==> src/rtl/rs_pkg.sv <==
// Shared types and constants for the reservation station.
//
// ROBsize fixes the ROB tag space: tags 1..ROBsize name ROB entries and
// tag 0 (TAG_ZERO) means the operand value is already present.
// DATA_W is the operand width and CMD_W is the command word width.
// rs_entry_t holds one station slot.
package rs_pkg;

  localparam int unsigned ROBsize = 32;
  localparam int unsigned TAGW    = $clog2(ROBsize + 1);
  localparam int unsigned DATA_W  = 64;
  localparam int unsigned CMD_W   = 10;

  localparam logic [TAGW-1:0] TAG_ZERO = '0;

  typedef struct packed {
    logic              valid;
    logic [TAGW-1:0]   robTag;
    logic [TAGW-1:0]   tag1;
    logic [TAGW-1:0]   tag2;
    logic [DATA_W-1:0] val1;
    logic [DATA_W-1:0] val2;
    logic [CMD_W-1:0]  cmd;
  } rs_entry_t;

  // A CDB broadcast resolves a pending tag. Tag 0 is never matched because it
  // already means "value present".
  function automatic logic tag_hit(input logic            cdb_valid,
                                   input logic [TAGW-1:0] cdb_tag,
                                   input logic [TAGW-1:0] tag);
    return cdb_valid && (tag != TAG_ZERO) && (tag == cdb_tag);
  endfunction

endpackage

==> src/rtl/rs_select.sv <==
// Issue selection for the reservation station.
//
// Inputs:
//   ready_i      per-entry ready flags.
//   age_i        age matrix (only when RS_OLDEST_FIRST_EN is defined);
//                age_i[i][j] = 1 means entry i is older than entry j.
// Outputs:
//   grant_o      one-hot grant for the winning entry (all zero if none ready).
//   any_ready_o  at least one entry is ready.
//
// Macro RS_OLDEST_FIRST_EN: defined selects the oldest ready entry; undefined
// selects the lowest-index ready entry.
module rs_select #(
  parameter int unsigned DEPTH = 4
) (
  input  logic [DEPTH-1:0]            ready_i,
`ifdef RS_OLDEST_FIRST_EN
  input  logic [DEPTH-1:0][DEPTH-1:0] age_i,
`endif
  output logic [DEPTH-1:0]            grant_o,
  output logic                        any_ready_o
);

`ifdef RS_OLDEST_FIRST_EN
  // blocked[i]: some other ready entry is older than entry i.
  logic [DEPTH-1:0] blocked;

  always_comb begin
    blocked = '0;
    grant_o = '0;
    for (int i = 0; i < DEPTH; i++) begin
      for (int j = 0; j < DEPTH; j++) begin
        if (j != i) begin
          blocked[i] = blocked[i] | (ready_i[j] & age_i[j][i]);
        end
      end
      grant_o[i] = ready_i[i] & ~blocked[i];
    end
  end
`else
  // Scan from the top down so the lowest ready index is written last.
  always_comb begin
    grant_o = '0;
    for (int i = DEPTH - 1; i >= 0; i--) begin
      if (ready_i[i]) begin
        grant_o    = '0;
        grant_o[i] = 1'b1;
      end
    end
  end
`endif

  assign any_ready_o = |ready_i;

endmodule

==> src/rtl/reservation_station.sv <==
// Per-functional-unit reservation station.
//
// Accepts renamed ops from decode, resolves pending operands by snooping the
// CDB (including a same-cycle bypass on allocate), and issues one ready op per
// cycle through a registered valid/ready issue register.
//
// Ports:
//   clk_i, reset_i (async, active low), flush_i (sync clear)
//   write_en_i, robTag_i, tag1_i, tag2_i, val1_i, val2_i, commands_i : decode
//   stall_o        : station full, decode must hold
//   cdbValid_i, cdbTag_i, cdbData_i : common data bus snoop
//   issueValid_o, issueReady_i, issueRobTag_o, issueVal1_o, issueVal2_o,
//   issueCmd_o     : issue register towards the FU
//   count_o        : occupied entries, issue register excluded
//
// Macro RS_OLDEST_FIRST_EN: when defined, an age matrix tracks allocation
// order and the oldest ready entry is issued; otherwise lowest index wins.
module reservation_station
  import rs_pkg::*;
#(
  parameter int unsigned DEPTH = 4
) (
  input  logic                         clk_i,
  input  logic                         reset_i,
  input  logic                         flush_i,
  input  logic                         write_en_i,
  input  logic [TAGW-1:0]              robTag_i,
  input  logic [TAGW-1:0]              tag1_i,
  input  logic [TAGW-1:0]              tag2_i,
  input  logic [DATA_W-1:0]            val1_i,
  input  logic [DATA_W-1:0]            val2_i,
  input  logic [CMD_W-1:0]             commands_i,
  output logic                         stall_o,
  input  logic                         cdbValid_i,
  input  logic [TAGW-1:0]              cdbTag_i,
  input  logic [DATA_W-1:0]            cdbData_i,
  output logic                         issueValid_o,
  input  logic                         issueReady_i,
  output logic [TAGW-1:0]              issueRobTag_o,
  output logic [DATA_W-1:0]            issueVal1_o,
  output logic [DATA_W-1:0]            issueVal2_o,
  output logic [CMD_W-1:0]             issueCmd_o,
  output logic [$clog2(DEPTH+1)-1:0]   count_o
);

  localparam int unsigned CNT_W = $clog2(DEPTH + 1);

  rs_entry_t entries_q [DEPTH];
  rs_entry_t entries_d [DEPTH];
  rs_entry_t new_entry;

  logic              issue_valid_q, issue_valid_d;
  logic [TAGW-1:0]   issue_rob_q,   issue_rob_d;
  logic [DATA_W-1:0] issue_val1_q,  issue_val1_d;
  logic [DATA_W-1:0] issue_val2_q,  issue_val2_d;
  logic [CMD_W-1:0]  issue_cmd_q,   issue_cmd_d;

  logic [DEPTH-1:0]  valid_vec;
  logic [DEPTH-1:0]  ready_vec;
  logic [DEPTH-1:0]  free_onehot;
  logic [DEPTH-1:0]  grant;
  logic              any_ready;
  logic [CNT_W-1:0]  count;
  logic              full;
  logic              alloc;
  logic              load;
  logic              hit1, hit2;

  logic [TAGW-1:0]   sel_rob;
  logic [DATA_W-1:0] sel_val1;
  logic [DATA_W-1:0] sel_val2;
  logic [CMD_W-1:0]  sel_cmd;

  // Occupancy and readiness, all from registered state.
  always_comb begin
    valid_vec = '0;
    ready_vec = '0;
    count     = '0;
    for (int i = 0; i < DEPTH; i++) begin
      valid_vec[i] = entries_q[i].valid;
      ready_vec[i] = entries_q[i].valid && (entries_q[i].tag1 == TAG_ZERO) &&
                     (entries_q[i].tag2 == TAG_ZERO);
      count        = count + CNT_W'(entries_q[i].valid);
    end
  end

  assign full = (count == CNT_W'(DEPTH));

  // Lowest-index free slot; scanned top-down so the lowest write wins.
  always_comb begin
    free_onehot = '0;
    for (int i = DEPTH - 1; i >= 0; i--) begin
      if (!valid_vec[i]) begin
        free_onehot    = '0;
        free_onehot[i] = 1'b1;
      end
    end
  end

  // Flush kills a same-cycle allocate, so the age matrix is left alone too.
  assign alloc = write_en_i & ~full & ~flush_i;

`ifdef RS_OLDEST_FIRST_EN
  // age_q[i][j] = 1: entry i is older than entry j.
  logic [DEPTH-1:0][DEPTH-1:0] age_q, age_d;

  // The new entry becomes younger than every other slot. Relations to invalid
  // slots are rewritten when those slots are allocated, so they never matter.
  always_comb begin
    age_d = age_q;
    if (alloc) begin
      for (int i = 0; i < DEPTH; i++) begin
        for (int j = 0; j < DEPTH; j++) begin
          if (free_onehot[i]) begin
            age_d[i][j] = 1'b0;
          end else if (free_onehot[j]) begin
            age_d[i][j] = 1'b1;
          end
        end
      end
    end
  end

  always_ff @(posedge clk_i or negedge reset_i) begin
    if (!reset_i) begin
      age_q <= '0;
    end else begin
      age_q <= age_d;
    end
  end
`endif

  rs_select #(
    .DEPTH       (DEPTH)
  ) u_select (
    .ready_i     (ready_vec),
`ifdef RS_OLDEST_FIRST_EN
    .age_i       (age_q),
`endif
    .grant_o     (grant),
    .any_ready_o (any_ready)
  );

  assign load = (~issue_valid_q | issueReady_i) & any_ready;

  // Payload of the granted entry; grant is one-hot.
  always_comb begin
    sel_rob  = '0;
    sel_val1 = '0;
    sel_val2 = '0;
    sel_cmd  = '0;
    for (int i = 0; i < DEPTH; i++) begin
      if (grant[i]) begin
        sel_rob  = entries_q[i].robTag;
        sel_val1 = entries_q[i].val1;
        sel_val2 = entries_q[i].val2;
        sel_cmd  = entries_q[i].cmd;
      end
    end
  end

  // Incoming op, with operands the CDB resolves this very cycle.
  always_comb begin
    hit1             = tag_hit(cdbValid_i, cdbTag_i, tag1_i);
    hit2             = tag_hit(cdbValid_i, cdbTag_i, tag2_i);
    new_entry.valid  = 1'b1;
    new_entry.robTag = robTag_i;
    new_entry.tag1   = hit1 ? TAG_ZERO : tag1_i;
    new_entry.tag2   = hit2 ? TAG_ZERO : tag2_i;
    new_entry.val1   = hit1 ? cdbData_i : val1_i;
    new_entry.val2   = hit2 ? cdbData_i : val2_i;
    new_entry.cmd    = commands_i;
  end

  always_comb begin
    for (int i = 0; i < DEPTH; i++) begin
      entries_d[i] = entries_q[i];
      if (entries_q[i].valid) begin
        if (tag_hit(cdbValid_i, cdbTag_i, entries_q[i].tag1)) begin
          entries_d[i].tag1 = TAG_ZERO;
          entries_d[i].val1 = cdbData_i;
        end
        if (tag_hit(cdbValid_i, cdbTag_i, entries_q[i].tag2)) begin
          entries_d[i].tag2 = TAG_ZERO;
          entries_d[i].val2 = cdbData_i;
        end
      end
      if (load && grant[i]) begin
        entries_d[i].valid = 1'b0;
      end
      if (alloc && free_onehot[i]) begin
        entries_d[i] = new_entry;
      end
      if (flush_i) begin
        entries_d[i].valid = 1'b0;
      end
    end
  end

  always_comb begin
    issue_valid_d = issue_valid_q;
    issue_rob_d   = issue_rob_q;
    issue_val1_d  = issue_val1_q;
    issue_val2_d  = issue_val2_q;
    issue_cmd_d   = issue_cmd_q;
    if (flush_i) begin
      issue_valid_d = 1'b0;
    end else if (load) begin
      issue_valid_d = 1'b1;
      issue_rob_d   = sel_rob;
      issue_val1_d  = sel_val1;
      issue_val2_d  = sel_val2;
      issue_cmd_d   = sel_cmd;
    end else if (issueReady_i) begin
      issue_valid_d = 1'b0;
    end
  end

  always_ff @(posedge clk_i or negedge reset_i) begin
    if (!reset_i) begin
      for (int i = 0; i < DEPTH; i++) begin
        entries_q[i] <= '0;
      end
      issue_valid_q <= 1'b0;
      issue_rob_q   <= '0;
      issue_val1_q  <= '0;
      issue_val2_q  <= '0;
      issue_cmd_q   <= '0;
    end else begin
      for (int i = 0; i < DEPTH; i++) begin
        entries_q[i] <= entries_d[i];
      end
      issue_valid_q <= issue_valid_d;
      issue_rob_q   <= issue_rob_d;
      issue_val1_q  <= issue_val1_d;
      issue_val2_q  <= issue_val2_d;
      issue_cmd_q   <= issue_cmd_d;
    end
  end

  assign stall_o       = full;
  assign count_o       = count;
  assign issueValid_o  = issue_valid_q;
  assign issueRobTag_o = issue_rob_q;
  assign issueVal1_o   = issue_val1_q;
  assign issueVal2_o   = issue_val2_q;
  assign issueCmd_o    = issue_cmd_q;

endmodule
==> config.mk <==
export PLATFORM = sky130hd
export DESIGN_NAME = reservation_station
export DESIGN_NICKNAME = d
export VERILOG_FILES = /design/src/rtl/rs_pkg.sv /design/src/rtl/rs_select.sv /design/src/rtl/reservation_station.sv
export SDC_FILE = /design/constraint.sdc
export NUM_CORES = 2
export LEC_CHECK = 0
export ABC_AREA = 1
export BUFFER_PORTS_ARGS = -buffer_cell sky130_fd_sc_hd__buf_4
export CAP_MARGIN = 40
export CORE_MARGIN = 2
export CORE_UTILIZATION = 35
export DETAILED_ROUTE_END_ITERATION = 8
export MAX_ROUTING_LAYER = met4
export PLACE_DENSITY_LB_ADDON = 0.25
export SLEW_MARGIN = 10
export SYNTH_ARGS = -nofsm -noshare
export SYNTH_HDL_FRONTEND = slang
export SYNTH_HIERARCHICAL = 1
export SYNTH_SLANG_ARGS = --single-unit
==> constraint.sdc <==
create_clock -name clk_i -period 3.7 [get_ports clk_i]
set_input_delay 0.74 -clock clk_i [delete_from_list [all_inputs] [get_ports clk_i]]
set_output_delay 0.74 -clock clk_i [all_outputs]
set_load 0.01 [all_outputs]
* Word-level counts from Yosys, hierarchy flattened
Index checks and enable logic that the tools add are counted.
** Operators by class
- Add/subtract/negate cells :: 3
- Eq/ne operators :: 11
- Mux-type cells :: 63
- Bitwise operators :: 7
- Reductions and logical operators :: 81
** Operators with widths (number)
- two-way mux 64 bit :: 18
- two-way mux 157 bit :: 4
- two-way mux 140 bit :: 4
- two-way mux 6 bit :: 14
- equality test 6 bit :: 10
- nonzero test 6 bit :: 10
- zero test 6 bit :: 8
- two-way mux 10 bit :: 4
- logical AND 1 bit :: 36
- two-way mux 4 bit :: 8
- nonzero test 2 bit :: 12
- AND reduction 2 bit :: 9
- nonzero test 3 bit :: 5
- two-way mux 1 bit :: 11
- OR reduction 4 bit :: 1
- adder 2 x 1 -> 3 bit :: 1
- adder 3 x 1 -> 3 bit :: 1
- bitwise AND 1 bit :: 3
- equality test 3 bit, second input constant :: 1
- inverter 1 bit :: 3
- adder 1 x 1 -> 2 bit :: 1
- bitwise OR 1 bit :: 1
** Storage, ports and cells
- Flip-flop bits (word level) :: 773
- Output and inout port bits :: 149

* Longest topological paths before layout
- Depth in word-level cells :: 11
- Mapped depth :: 16

* Cells and area by module
Netlist, hierarchy kept.
** By module, submodules not included
- reservation_station :: times used 1, cells each 6623, area each 46458.3 µm², sequential area each 19343.6 µm²
- rs_select :: times used 1, cells each 12, area each 51.3 µm², sequential area each 0.0 µm²

* Worst setup path before layout
OpenSTA, ideal clock, no wires.
- Path type :: reg2reg
- Start :: reg entries_q[313] in the netlist's numbering
- End :: reg entries_q[31] in the netlist's numbering
- Library setup time :: 0.065 ns
- Data arrival time :: 2.590 ns
- Data required time :: 3.635 ns
- Setup slack :: 1.045 ns
- Cell stages (with the launch flop) :: 15
- Path buffers :: 2
- Cells stage by stage :: dfrtp_1 fa_1 ha_1 ha_1 inv_1 nand3_1 nand3_1 nor2_2 inv_1 clkbuf_1 clkbuf_1 nand3_1 nand2_1 inv_1 nand2_1
** On the way
- Cells in the longest elaborated chain, start to end :: 9
- Elaborated cells between the ends (all ways) :: 14
- Those cells by class :: add/sub: 2; eq/ne: 1; mux: 4; bitwise: 3; reduce/logical: 4
** Ends and longest elaborated chain
- from (decl) :: RTL line reservation_station.sv:48 : rs_entry_t entries_q [DEPTH];
- from (signal, indexed assignment) :: RTL line reservation_station.sv:231 : entries_q[i] <= entries_d[i];
- adder 2 x 1 -> 3 bit (*) :: RTL line reservation_station.sv:83 : count = count + CNT_W'(entries_q[i].valid);
- adder 3 x 1 -> 3 bit (*) :: RTL line reservation_station.sv:83
- via count_o[1] :: RTL line reservation_station.sv:43 : output logic [$clog2(DEPTH+1)-1:0] count_o
- equality test 3 bit (*) :: RTL line reservation_station.sv:87 : assign full = (count == CNT_W'(DEPTH));
- inverter 1 bit (*) :: RTL line reservation_station.sv:101 : assign alloc = write_en_i & ~full & ~flush_i;
- bitwise AND 1 bit (*) (2 in series) :: RTL line reservation_station.sv:101
- logical AND 1 bit (*) :: RTL line reservation_station.sv:191 : if (alloc && free_onehot[i]) begin
- nonzero test 2 bit (no line)
- AND reduction 2 bit (no line)
The timed path passes the listed nets; every way through them passes the cells marked *.
A chain may end at the register's enable or synchronous reset.

* Final worst setup path
- Start :: reg entries_q[313] in the netlist's numbering
- End :: out stall_o
** On the way
- Cells in the longest elaborated chain, start to end :: 3
** Ends and longest elaborated chain
- adder 2 x 1 -> 3 bit :: RTL line reservation_station.sv:83
- adder 3 x 1 -> 3 bit :: RTL line reservation_station.sv:83
- equality test 3 bit :: RTL line reservation_station.sv:87
- to (decl) :: RTL line reservation_station.sv:33 : output logic stall_o,
Every way passes these cells.

==> run metrics <==
CTS tree=built; Min Hold Slack=136 ps; core area=132000 um^2; ratio of cells with drive above 1 in the final layout=12.6%; Final Hold Fails=0; number of remaining DRC errors=0; Post-Syn Area=46500 um^2; Slew headroom=28.2%; fmax=297 MHz; vias in the first global route=46.7k; initial antenna violation count=5; crit path DAT=2620 ps; Post-DP HPWL=119000 um; Worst-path clk slew=60 ps; RSZ-0062 raised after global routing=no; Die Height=369 um; nets@finish=7050; outcome=complete, no violations; clk_skew=27.7 ps; CP required=2960 ps; first-pass GRT wire length=306000 um; # fillers=13.7k; post-synthesis cell type count=35; commonest non-fill, non-tap cell in the layout=nand2_1; num rows=133; cts hold-fix bufs=0; Max-Cap Viols=0; most frequent cells in the layout=nand2_1 (2227), nand3_1 (1126), inv_1 (858); Pre-antenna DRT Iters=6; grt ovf=0; Die Width=369 um; final-report setup violation count=0; Placer Congestion=0.894; setup_tns=0 ps; post-synthesis sequential area ratio=41.6%; Leak=0.0294 uW; die area=136000 um^2; htree depth=3; syn_area_per_cell=7.01 um^2; post-route cell area=54900 um^2; clk buf depth=3; critical path class=register to output port; Cells after Synth=6635; later-pin clock latency in the skew report=700 ps; port buffer count=380; IO Pins=381; crit path max fanout=6; PostCTS Resize Cnt=0; DRT iter0 DRCs=4882; vias=47.7k; pwr dens=520 nW/um^2; Tcrit/Tclk final=90.9%; largest net degree at the start of global routing=145; worst slew pin tran=1080 ps; CP Capture Type=output port; drt total wl=206000 um; WL/cell=23.8 um; #FFs+latches synth=773; GRT Util Overall=30.6%; Area after DPL=51700 um^2; Synthesized Nets=6871; Slew Viols, Final=0; Hold Crit Class=input port to async pin; Synthesis Warnings=6; clock period minus worst slack=3360 ps; startpoint class of the critical path=register; initial core utilization=35.3%; total CTS buffers=95; clk sinks=773; area delta synth->final=18.0%; worst vdd ir=385 uV; setup repair bufs after CTS=0; vias per cell=5.51; CTS root buffer=clkbuf_16; remaining antenna violation count after routing=0
worst max-delay path, cell delays in order (launching register included):
cell and delay (ps):
dfrtp_1 440, fa_1 510, ha_1 200, ha_1 310, inv_1 60, nand3_1 100, inv_1 160, buf_4 150
synth_stat cells, drive strengths merged:
| cell | instances | area [um^2] |
|---|---|---|
| a211oi | 16 | 120 |
| a21oi | 282 | 1410 |
| a2bb2oi | 128 | 1120 |
| and2 | 1 | 6.26 |
| and3 | 1 | 6.26 |
| buf | 266 | 1570 |
| clkbuf | 180 | 683 |
| dfrtp | 773 | 19300 |
| fa | 1 | 20.0 |
| ha | 3 | 37.5 |
| inv | 875 | 3280 |
| nand2 | 2244 | 8450 |
| nand3 | 1252 | 7320 |
| nand3b | 3 | 22.5 |
| nand4 | 9 | 56.3 |
| nor2 | 289 | 1110 |
| nor3 | 5 | 30.0 |
| o211ai | 128 | 961 |
| o21ai | 165 | 826 |
| or2 | 1 | 6.26 |
| xnor2 | 5 | 43.8 |
| xor2 | 8 | 70.1 |
per-stage QoR:
step,utilization [%],power [uW],instances,setup WS (ps)
CTS,41.7,28700,8647,343
global route,41.7,30100,8651,156
detailed placement,39.3,19000,8472,371
finish,41.7,28600,8651,337
floorplan,-,15600,6635,1040
global placement,39.3,18800,8472,436
power by group:
group          internal (uW)  leakage, uW  switching, uW
logic                   2910       0.0179           3630
registers              10600      0.00996           1720
clock network           5620      0.00158           4070
flip-flops by register name, indices dropped and copies added, names as in the netlist:
name           flops
issueVal1_o       64
entries_q        628
issueCmd_o        10
issueVal2_o       64
issueRobTag_o      6
issueValid_o       1
routing by layer:
layer	vias to the layer above	global-route usage, %	share of wire (%)
met5	-	-	0
met4	0	12.0	4.5
met3	565	5.97	10
met2	2721	47.7	45
met1	22829	39.1	40
li1	21535	-	-
path summary, 6_finish.rpt:
path | endpoint | slack [ps] | cells after the start | from
worst min-delay path | entries_q[244] | 140 | 1 | reset_i
worst max register to register | entries_q[454] | 350 | 11 | entries_q[313]
max in group asynchronous | entries_q[299] | 2470 | 2 | reset_i
min in group clk_i | issueValid_o | 270 | 2 | flush_i
worst max-delay path | stall_o | 340 | 7 | entries_q[313]
worst min register to register | entries_q[3] | 480 | 2 | entries_q[3]
kinds of logic after synthesis:
family	Yosys count	synth area share, %
fa+ha+maj	4	0.124
compound gates	719	9.54
flops	773	41.6
simple gates	3805	36.6
xor+xnor	13	0.245
buf+inv	1321	11.9
cell type report:
cell class	instances	area [um^2]	area share (%)
Multi-Input combinational cell	4541	21900	39.8
Inverter	875	3320	6.05
Sequential cell	773	19300	35.2
Clock inverter	39	414	0.754
Clock buffer	136	2760	5.03
Antenna cell	4	10.0	0.0182
Timing Repair Buffer	528	4980	9.08
Tap cell	1755	2200	4.00
Note: power is estimated with default switching activity, not from simulation.
